**config.mk**
```make
export PLATFORM = sky130hd
export DESIGN_NAME = rx_packet
export DESIGN_NICKNAME = d
export VERILOG_FILES = /design/src/rtl/rx_packet_pkg.sv /design/src/rtl/hex_nibble_decode.sv /design/src/rtl/rx_packet.sv
export SDC_FILE = /design/constraint.sdc
export NUM_CORES = 1
export LEC_CHECK = 0
export BUFFER_PORTS_ARGS = -buffer_cell sky130_fd_sc_hd__buf_2
export CAP_MARGIN = 20
export CORE_MARGIN = 2
export CORE_UTILIZATION = 55
export CTS_CLUSTER_DIAMETER = 200
export DETAILED_ROUTE_END_ITERATION = 10
export PLACE_DENSITY = 0.81
export SKIP_CTS_REPAIR_TIMING = 1
export SLEW_MARGIN = 20
export SYNTH_ARGS = -nofsm -noshare
export SYNTH_HDL_FRONTEND = slang
export SYNTH_SLANG_ARGS = --single-unit
```
**constraint.sdc**
```tcl
create_clock -name sysclk -period 3.2 [get_ports sysclk]
set_clock_uncertainty 0.2 [all_clocks]
set_input_delay 0.64 -clock sysclk [delete_from_list [all_inputs] [get_ports sysclk]]
set_output_delay 0.64 -clock sysclk [all_outputs]
set_load 0.02 [all_outputs]
```
**src/rtl/rx_packet_pkg.sv**
```systemverilog
// rx_packet_pkg: shared state enum, ASCII constants and header field layout for rx_packet
package rx_packet_pkg;
  typedef enum logic [1:0] {IDLE, COLLECT, WAIT_TERM, DISCARD} state_t;
  localparam logic [7:0] CR    = 8'h0D;
  localparam logic [7:0] CH_0  = 8'h30;
  localparam logic [7:0] CH_9  = 8'h39;
  localparam logic [7:0] CH_UA = 8'h41;
  localparam logic [7:0] CH_UF = 8'h46;
  localparam logic [7:0] CH_LA = 8'h61;
  localparam logic [7:0] CH_LF = 8'h66;
  localparam int HDR_W      = 64;
  localparam int TICK_LSB   = 0;
  localparam int TICK_W     = 16;
  localparam int FLAGS_LSB  = 16;
  localparam int FLAGS_W    = 4;
  localparam int LAGX_LSB   = 20;
  localparam int LAGX_W     = 8;
  localparam int LAGA_LSB   = 28;
  localparam int LAGA_W     = 8;
  localparam int DELAY_LSB  = 36;
  localparam int DELAY_W    = 12;
  localparam int INPUTS_LSB = 48;
  localparam int INPUTS_W   = 8;
  localparam int RES_LSB    = 56;
  localparam int RES_W      = 8;
endpackage

```
**src/rtl/hex_nibble_decode.sv**
```systemverilog
// hex_nibble_decode: combinational ASCII hex digit to nibble converter
//   data   : received byte
//   nibble : decoded value (0 when not a hex digit)
//   is_hex : byte is '0'-'9', 'A'-'F' or 'a'-'f'
module hex_nibble_decode
  import rx_packet_pkg::*;
(
  input  logic [7:0] data,
  output logic [3:0] nibble,
  output logic       is_hex
);
  logic dig, alpha;
  always_comb begin
    dig    = data >= CH_0 && data <= CH_9;
    alpha  = (data >= CH_UA && data <= CH_UF) || (data >= CH_LA && data <= CH_LF);
    is_hex = dig || alpha;
    nibble = dig ? data[3:0] : alpha ? data[3:0] + 4'd9 : 4'd0;
  end
endmodule

```
**src/rtl/rx_packet.sv**
```systemverilog
// rx_packet: assembles a nibble stream (ASCII hex or binary) into fixed-size packets
//   sysclk, reset         : clock and synchronous active-high reset
//   rx_data, rx_valid     : incoming byte and its one-cycle strobe
//   packet, packet_valid  : last complete packet and its update pulse
//   frame_error, busy     : framing fault pulse, state-not-idle flag
//   hdr_*                 : header fields, live only with RX_PACKET_HEADER_DECODE_EN defined
module rx_packet
  import rx_packet_pkg::*;
#(
  parameter int PACKET_SIZE    = 192,
  parameter int BINARY         = 0,
  parameter int TIMEOUT_CYCLES = 1000000
) (
  input  logic                   sysclk,
  input  logic                   reset,
  input  logic [7:0]             rx_data,
  input  logic                   rx_valid,
  output logic [PACKET_SIZE-1:0] packet,
  output logic                   packet_valid,
  output logic                   frame_error,
  output logic                   busy,
  output logic [15:0]            hdr_tick,
  output logic [3:0]             hdr_flags,
  output logic [7:0]             hdr_lag_cross,
  output logic [7:0]             hdr_lag_auto,
  output logic [11:0]            hdr_delay,
  output logic [7:0]             hdr_inputs,
  output logic [7:0]             hdr_resolution
);
  localparam int TOTAL_NIBBLES = PACKET_SIZE / 4;
  localparam int CW = $clog2(TOTAL_NIBBLES + 1);
  localparam int TW = $clog2(TIMEOUT_CYCLES + 1);
  localparam int HB = PACKET_SIZE - HDR_W;
  localparam logic [CW-1:0] TOTAL_C = CW'(TOTAL_NIBBLES);
  localparam logic [TW-1:0] TMAX = TW'(TIMEOUT_CYCLES - 1);
`ifdef RX_PACKET_HEADER_DECODE_EN
  localparam bit HDR_EN = 1'b1;
`else
  localparam bit HDR_EN = 1'b0;
`endif
  state_t state_q, state_d;
  logic [CW-1:0] cnt_q, cnt_d;
  logic [TW-1:0] timer_q, timer_d;
  logic [PACKET_SIZE-1:0] shreg_q, shreg_d, packet_q, packet_d, shifted;
  logic pv_q, pv_d, fe_q, fe_d;
  logic [3:0] dec_nib, nib;
  logic dec_hex, hex, is_cr, done, err, res_bad;
  hex_nibble_decode u_dec (.data(rx_data), .nibble(dec_nib), .is_hex(dec_hex));
  assign nib     = BINARY != 0 ? rx_data[3:0] : dec_nib;
  assign hex     = BINARY != 0 ? 1'b1 : dec_hex;
  assign is_cr   = BINARY == 0 && rx_data == CR;
  assign shifted = {shreg_q[PACKET_SIZE-5:0], nib};
  always_comb begin
    state_d = state_q;
    cnt_d   = cnt_q;
    timer_d = '0;
    shreg_d = shreg_q;
    done    = 1'b0;
    err     = 1'b0;
    if (rx_valid) begin
      case (state_q)
        IDLE: if (hex) begin
          shreg_d = shifted;
          cnt_d   = CW'(1);
          state_d = COLLECT;
        end
        COLLECT: if (hex) begin
          shreg_d = shifted;
          cnt_d   = cnt_q + CW'(1);
          done    = BINARY != 0 && cnt_d == TOTAL_C;
          state_d = cnt_d != TOTAL_C ? COLLECT : BINARY != 0 ? IDLE : WAIT_TERM;
        end else begin
          err     = 1'b1;
          state_d = is_cr ? IDLE : DISCARD;
        end
        WAIT_TERM: begin
          done    = is_cr;
          err     = !is_cr;
          state_d = is_cr ? IDLE : DISCARD;
        end
        DISCARD: state_d = is_cr ? IDLE : DISCARD;
        default: state_d = IDLE;
      endcase
    end else if (state_q == COLLECT || state_q == WAIT_TERM) begin
      err     = timer_q == TMAX;
      timer_d = err ? '0 : timer_q + TW'(1);
      state_d = err ? IDLE : state_q;
    end
    // a completed packet with a zero resolution field is rejected when header decode is enabled
    res_bad  = HDR_EN && shreg_d[HB+RES_LSB +: RES_W] == '0;
    pv_d     = done && !res_bad;
    fe_d     = err || (done && res_bad);
    packet_d = pv_d ? shreg_d : packet_q;
  end
  always_ff @(posedge sysclk) begin
    if (reset) begin
      state_q  <= IDLE;
      cnt_q    <= '0;
      timer_q  <= '0;
      shreg_q  <= '0;
      packet_q <= '0;
      pv_q     <= 1'b0;
      fe_q     <= 1'b0;
    end else begin
      state_q  <= state_d;
      cnt_q    <= cnt_d;
      timer_q  <= timer_d;
      shreg_q  <= shreg_d;
      packet_q <= packet_d;
      pv_q     <= pv_d;
      fe_q     <= fe_d;
    end
  end
  assign packet         = packet_q;
  assign packet_valid   = pv_q;
  assign frame_error    = fe_q;
  assign busy           = state_q != IDLE;
  assign hdr_tick       = HDR_EN ? packet_q[HB+TICK_LSB +: TICK_W] : '0;
  assign hdr_flags      = HDR_EN ? packet_q[HB+FLAGS_LSB +: FLAGS_W] : '0;
  assign hdr_lag_cross  = HDR_EN ? packet_q[HB+LAGX_LSB +: LAGX_W] : '0;
  assign hdr_lag_auto   = HDR_EN ? packet_q[HB+LAGA_LSB +: LAGA_W] : '0;
  assign hdr_delay      = HDR_EN ? packet_q[HB+DELAY_LSB +: DELAY_W] : '0;
  assign hdr_inputs     = HDR_EN ? packet_q[HB+INPUTS_LSB +: INPUTS_W] : '0;
  assign hdr_resolution = HDR_EN ? packet_q[HB+RES_LSB +: RES_W] : '0;
endmodule

```
Word level (Yosys, flattened, before mapping). Cells that the tools add are included.

Reductions and logical operators: 17. Add/subtract/negate cells: 3. Bitwise gates (word level): 1. Mux-type cells: 22. Equality and inequality tests: 9. Magnitude comparators: 6.

Operator list (number): $mux W192 (3); $add A20 B1 Y20 const B (1); $eq A20 B20 Y1 const B (1); $ge A8 B7 Y1 const B (2); $le A8 B7 Y1 const B (2); $mux W2 (7); $mux W6 (2); $pmux W6 S2 (1); $eq A8 B4 Y1 const B (1); $ge A8 B6 Y1 const B (1); $le A8 B6 Y1 const B (1); $mux W4 (2); $reduce_bool A2 Y1 (4); $add A6 B1 Y6 const B (1); $ne A6 B6 Y1 const B (1); $pmux W2 S3 (1); $mux W1 (5); $add A4 B4 Y4 const B (1); $eq A2 B2 Y1 const B (2); $ne A2 B2 Y1 const B (2); $reduce_and A4 Y1 (1); $reduce_or A2 Y1 (2); $reduce_or A4 Y1 (1); $logic_and A1 B1 Y1 (3); 8 further kinds (10).

Output and inout port bits: 259. Flip-flop bits (word level): 414.

Depth between registers and ports, before layout.
Word-level depth: 8. Mapped depth: 10. Depth with buffers taken out: 7.

Hierarchy. A second synthesis with hierarchy kept.

Cell total of the unflattened synthesis: 1534. Area total of the unflattened synthesis: 16251.8 sq um.

By module, submodules not included: rx_packet (sequential area each 8287.9 sq um, area each 16047.9 sq um, times used 1, cells each 1509); hex_nibble_decode (sequential area each 0.0 sq um, area each 203.9 sq um, times used 1, cells each 25).

Least setup slack after synthesis. Ideal clock, no wire load.

Path type: input -> register. Start point: input rx_data[1]. End point: register packet_q[190] (netlist: packet[190]). Buffers on the path: 2. Data arrival time: 2.148 ns. Required time: 2.866 ns. Cell stages on the path: 9. Slack: 0.718 ns. Path through: inv_1 -> ha_1 -> or3b_1 -> and3_4 -> o21bai_2 -> buf_6 -> buf_4 -> mux2i_1 -> a211oi_1.

Longest elaborated chain between the ends: 7. Elaborated cells on any way between the ends: 17. Classes of those cells: order compare: 6; eq/ne: 1; mux: 5; reduce/logical: 5.

Ends and longest elaborated chain: from (decl) (line rx_packet.sv:16) `input logic [7:0] rx_data,`; $ge A8 B7 Y1 / $le A8 B7 Y1 (equally long branches) (line hex_nibble_decode.sv:15) `alpha = (data >= CH_UA && data <= CH_UF) || (data >= CH_LA && data <= CH_LF);`; $logic_and A1 B1 Y1 (line hex_nibble_decode.sv:15); $logic_or A1 B1 Y1 (line hex_nibble_decode.sv:15); $logic_or A1 B1 Y1 (line hex_nibble_decode.sv:16) `is_hex = dig || alpha;`; $mux W192 (line rx_packet.sv:62, rx_packet.sv:67); $mux W192; $mux W192 (line rx_packet.sv:60) `if (rx_valid) begin`; to (signal assigned) (line rx_packet.sv:109) `packet_q <= packet_d;`; to (decl) (line rx_packet.sv:44) `logic [PACKET_SIZE-1:0] shreg_q, shreg_d, packet_q, packet_d, shifted;`.

Parallel ways exist; a longest one is shown, timed or not. A chain may end at the register's enable or synchronous reset.

Final worst setup path.
Start point: input rx_data[1]. End point: register shreg_q[3].

Longest elaborated chain between the ends: 8. Elaborated cells on any way between the ends: 17. Classes of those cells: add/sub: 1; order compare: 6; mux: 5; reduce/logical: 5.

Ends and longest elaborated chain: $ge A8 B7 Y1 / $le A8 B7 Y1 (equally long branches) (line hex_nibble_decode.sv:15); $logic_and A1 B1 Y1 (line hex_nibble_decode.sv:15); $logic_or A1 B1 Y1 (line hex_nibble_decode.sv:15); $mux W4 (2 in series) (line hex_nibble_decode.sv:17) `nibble = dig ? data[3:0] : alpha ? data[3:0] + 4'd9 : 4'd0;`; $mux W192 (*) (line rx_packet.sv:62, rx_packet.sv:67); $mux W192 (*); $mux W192 (*) (line rx_packet.sv:60); to (signal assigned) (line rx_packet.sv:108) `shreg_q <= shreg_d;`; to (decl) (line rx_packet.sv:44).

Mark *: on every way between the ends. The rest lies on a longest branch, timed or not.

==> results.md <==
- DRT iter0 DRCs: 1,200
- WL met1: 14,500 um
- CTS tree: done
- Via count: 12,800
- Num CTS Buffers: 41
- Detail Placement HPWL: 21,000 um
- Mapped Area: 15,300 sq um
- Die area: 29,100 sq um
- Most frequent cells in the layout: 744 x nand2_1, 414 x dfxtp_1, 373 x a21oi_1
- Critical path fanouts, max: 44
- Max-capacitance violation count: 0
- Setup ws final: 0.747 ns
- Clock Path Buffers: 3
- RSZ-0062 raised after global routing: no
- Clock share of power: 46.5%
- Avg Cell Area, Syn: 7.96 sq um
- I/O Buffers: 205
- Fin crit period: 2.45 ns
- Top cells by area, synth: dfxtp_1 54%, nand2_1 18%, a21oi_1 12%, buf_4 3.7%, clkbuf_1 1.8%
- CP endpoint kind: register
- # setup viols final: 0
- Worst setup SP type: input pin
- Per-cell routed wire length: 13.7 um
- DRT Pass-1 Iters: 5
- Vias per cell: 5.22
- Slew HR: 48.1%
- Switching power: 2120 uW
- Post-Syn Instances: 1,921
- CP Launch Point: rx_data[1]
- Seq/Total Area, Yosys: 54.2%
- Critical R2R Launch: state_q[1]
- Pwr/cell area: 575 nW/um^2
- Leakage power: 0.00654 uW
- Final Hold Fails: 0
- CP required: 3.39 ns
- Critical hold path startpoint: timer_q[0]
- Met3 wire length: 2180 um
- Place WS: 0.279 ns
- Tightest Hold Check Type: reg2reg
- Register-to-Register Path Depth: 7
- Htree depth: 2
- Core area: 27,600 sq um
- Post-synthesis register bit count: 414
- Ant. Diodes: 0
- Std cell rows: 61
- DRT Wirelength: 33,800 um
- ANT nets after route: 0
- Area grow syn2layout: 15.2%
- Distinct cells, synth: 49
- Worst Path Class, Setup: in2reg
- Status: finished, final reports clean
- Post-synth top area cell: dfxtp_1
- Worst path arrival time: 2.64 ns
- Flop pwr share: 50.9%
- Initial antenna violation count: 0
- Logic gate share of total power: 2.6%
- CTS Root Cell: clkbuf_16
- Top Metal Used: met4
- Tot GR Track Use: 22.3%
- Number of enable flip-flop cells after synthesis: 0
- Clock transition at path regs: 0.06 ns
- Tightest Pin Transition: 0.778 ns
- Final Max Tran Viols: 0
- Initial core utilization: 55.5%
- DR DRC count: 0
- Die height: 171 um
- Vias in the first global route: 11,500
- Fin Setup TNS: 0 ns
- DIE WIDTH: 171 um
- Met2 Wirelength: 16,100 um
- Int Power: 8010 uW
- Sw Ratio: 20.9%
- Share of layout cells above drive strength 1: 13.9%
- Synth warn: 0
- Global-route wire length before repair: 54,700 um
- Largest net degree at the start of global routing: 183
- Synth top area share: 54.2%
- Fmax: 408 MHz
- CTS Sinks: 414
- GRT overflow: 0
- Clk Latency, worst-skew pair: 0.53 ns
- VDD IR max: 0.000440 V
- Worst Hold Depth: 1
- Layout Utilization: 63.9%
- Commonest non-fill, non-tap cell in the layout: nand2_1
- RD Place Congestion: 0.797
- Async SR Flop Fraction: 0%
- Ys flop type: dfxtp_1
- Final #Nets: 2,075
- Tcrit/Tclk final: 76.7%
- Ports: 270
## layer usage
layer  up-vias  global-route usage, %
met5         -                      0
li1       6346                      -
met2       409                   37.4
met1      6014                   29.1
met3        75                   3.89
met4         0                   7.17
## final cells by class
class / count / area [sq um]
fillers: 2300 / 9940
flip-flops and latches: 414 / 8290
multi-input cells: 1360 / 6120
repair buffers: 223 / 1350
clock buffers: 65 / 1240
well taps: 378 / 473
clock inverters: 8 / 93.8
inverters: 13 / 48.8
## sequential cells by signal, indices dropped and copies added, names as in the netlist
signal        cells
shreg_q         192
packet          192
packet_valid      1
frame_error       1
cnt_q             6
timer_q          20
state_q           2
## kinds of logic (layout without fill, tap and decap cells)
kind of cell,after synthesis,after routing,synth area share (%)
and+or+nand+nor,854,854,22.2
other,1,64,0.0245
AOI/OAI and AO/OA,407,407,13.8
adders and majority gates,11,11,0.901
xor gates and xnor gates,19,19,1.09
muxes,5,5,0.327
buffers and inverters,210,309,7.46
DFF,414,414,54.2
## cell usage after synthesis, types with 4 or more instances
library cell / number
nand4b_1: 5
buf_4: 76
a211oi_1: 9
inv_1: 13
dfxtp_1: 414
and3_1: 4
nand4_1: 4
nand2_1: 744
nor2_1: 48
ha_1: 11
clkbuf_1: 73
a21oi_1: 373
mux2i_1: 5
xnor2_1: 14
nand3_1: 11
buf_2: 47
nor3_1: 10
nor4_1: 4
xor2_1: 5
o21ai_0: 9
## final timing paths
path	to	slack (ns)
setup / recovery	shreg_q[3]	0.75
hold / removal	timer_q[0]	0.24
setup reg to reg	shreg_q[3]	0.82
hold reg to reg	timer_q[0]	0.24
## critical path, cell delays in order
cell and delay (ns):
buf_2 0.12, inv_1 0.12, ha_1 0.25, o21bai_1 0.12, a21oi_2 0.42, o21bai_4 0.21
buf_12 0.23, a211oi_1 0.41, nor3_1 0.10
## through the flow
step	cell area (sq um)	instances	total power, uW	hold WS [ns]
2_1_floorplan	15500	1984	5540	0.213
4_1_cts	17600	2461	10200	0.240
5_1_grt	17600	2461	10500	0.269
6_report	17600	2461	10100	0.238
3_5_place_dp	16300	2388	5530	0.231
3_3_place_gp	16300	2388	5530	0.221
## power by group through the flow
stage	logic [uW]	registers [uW]	clock network, uW
global route	284	5160	5020
global placement	254	5270	0
detailed placement	256	5270	0
finish	261	5160	4710
CTS	258	5160	4790
floorplan	264	5270	0
Note: power is estimated with default switching activity, not from simulation.
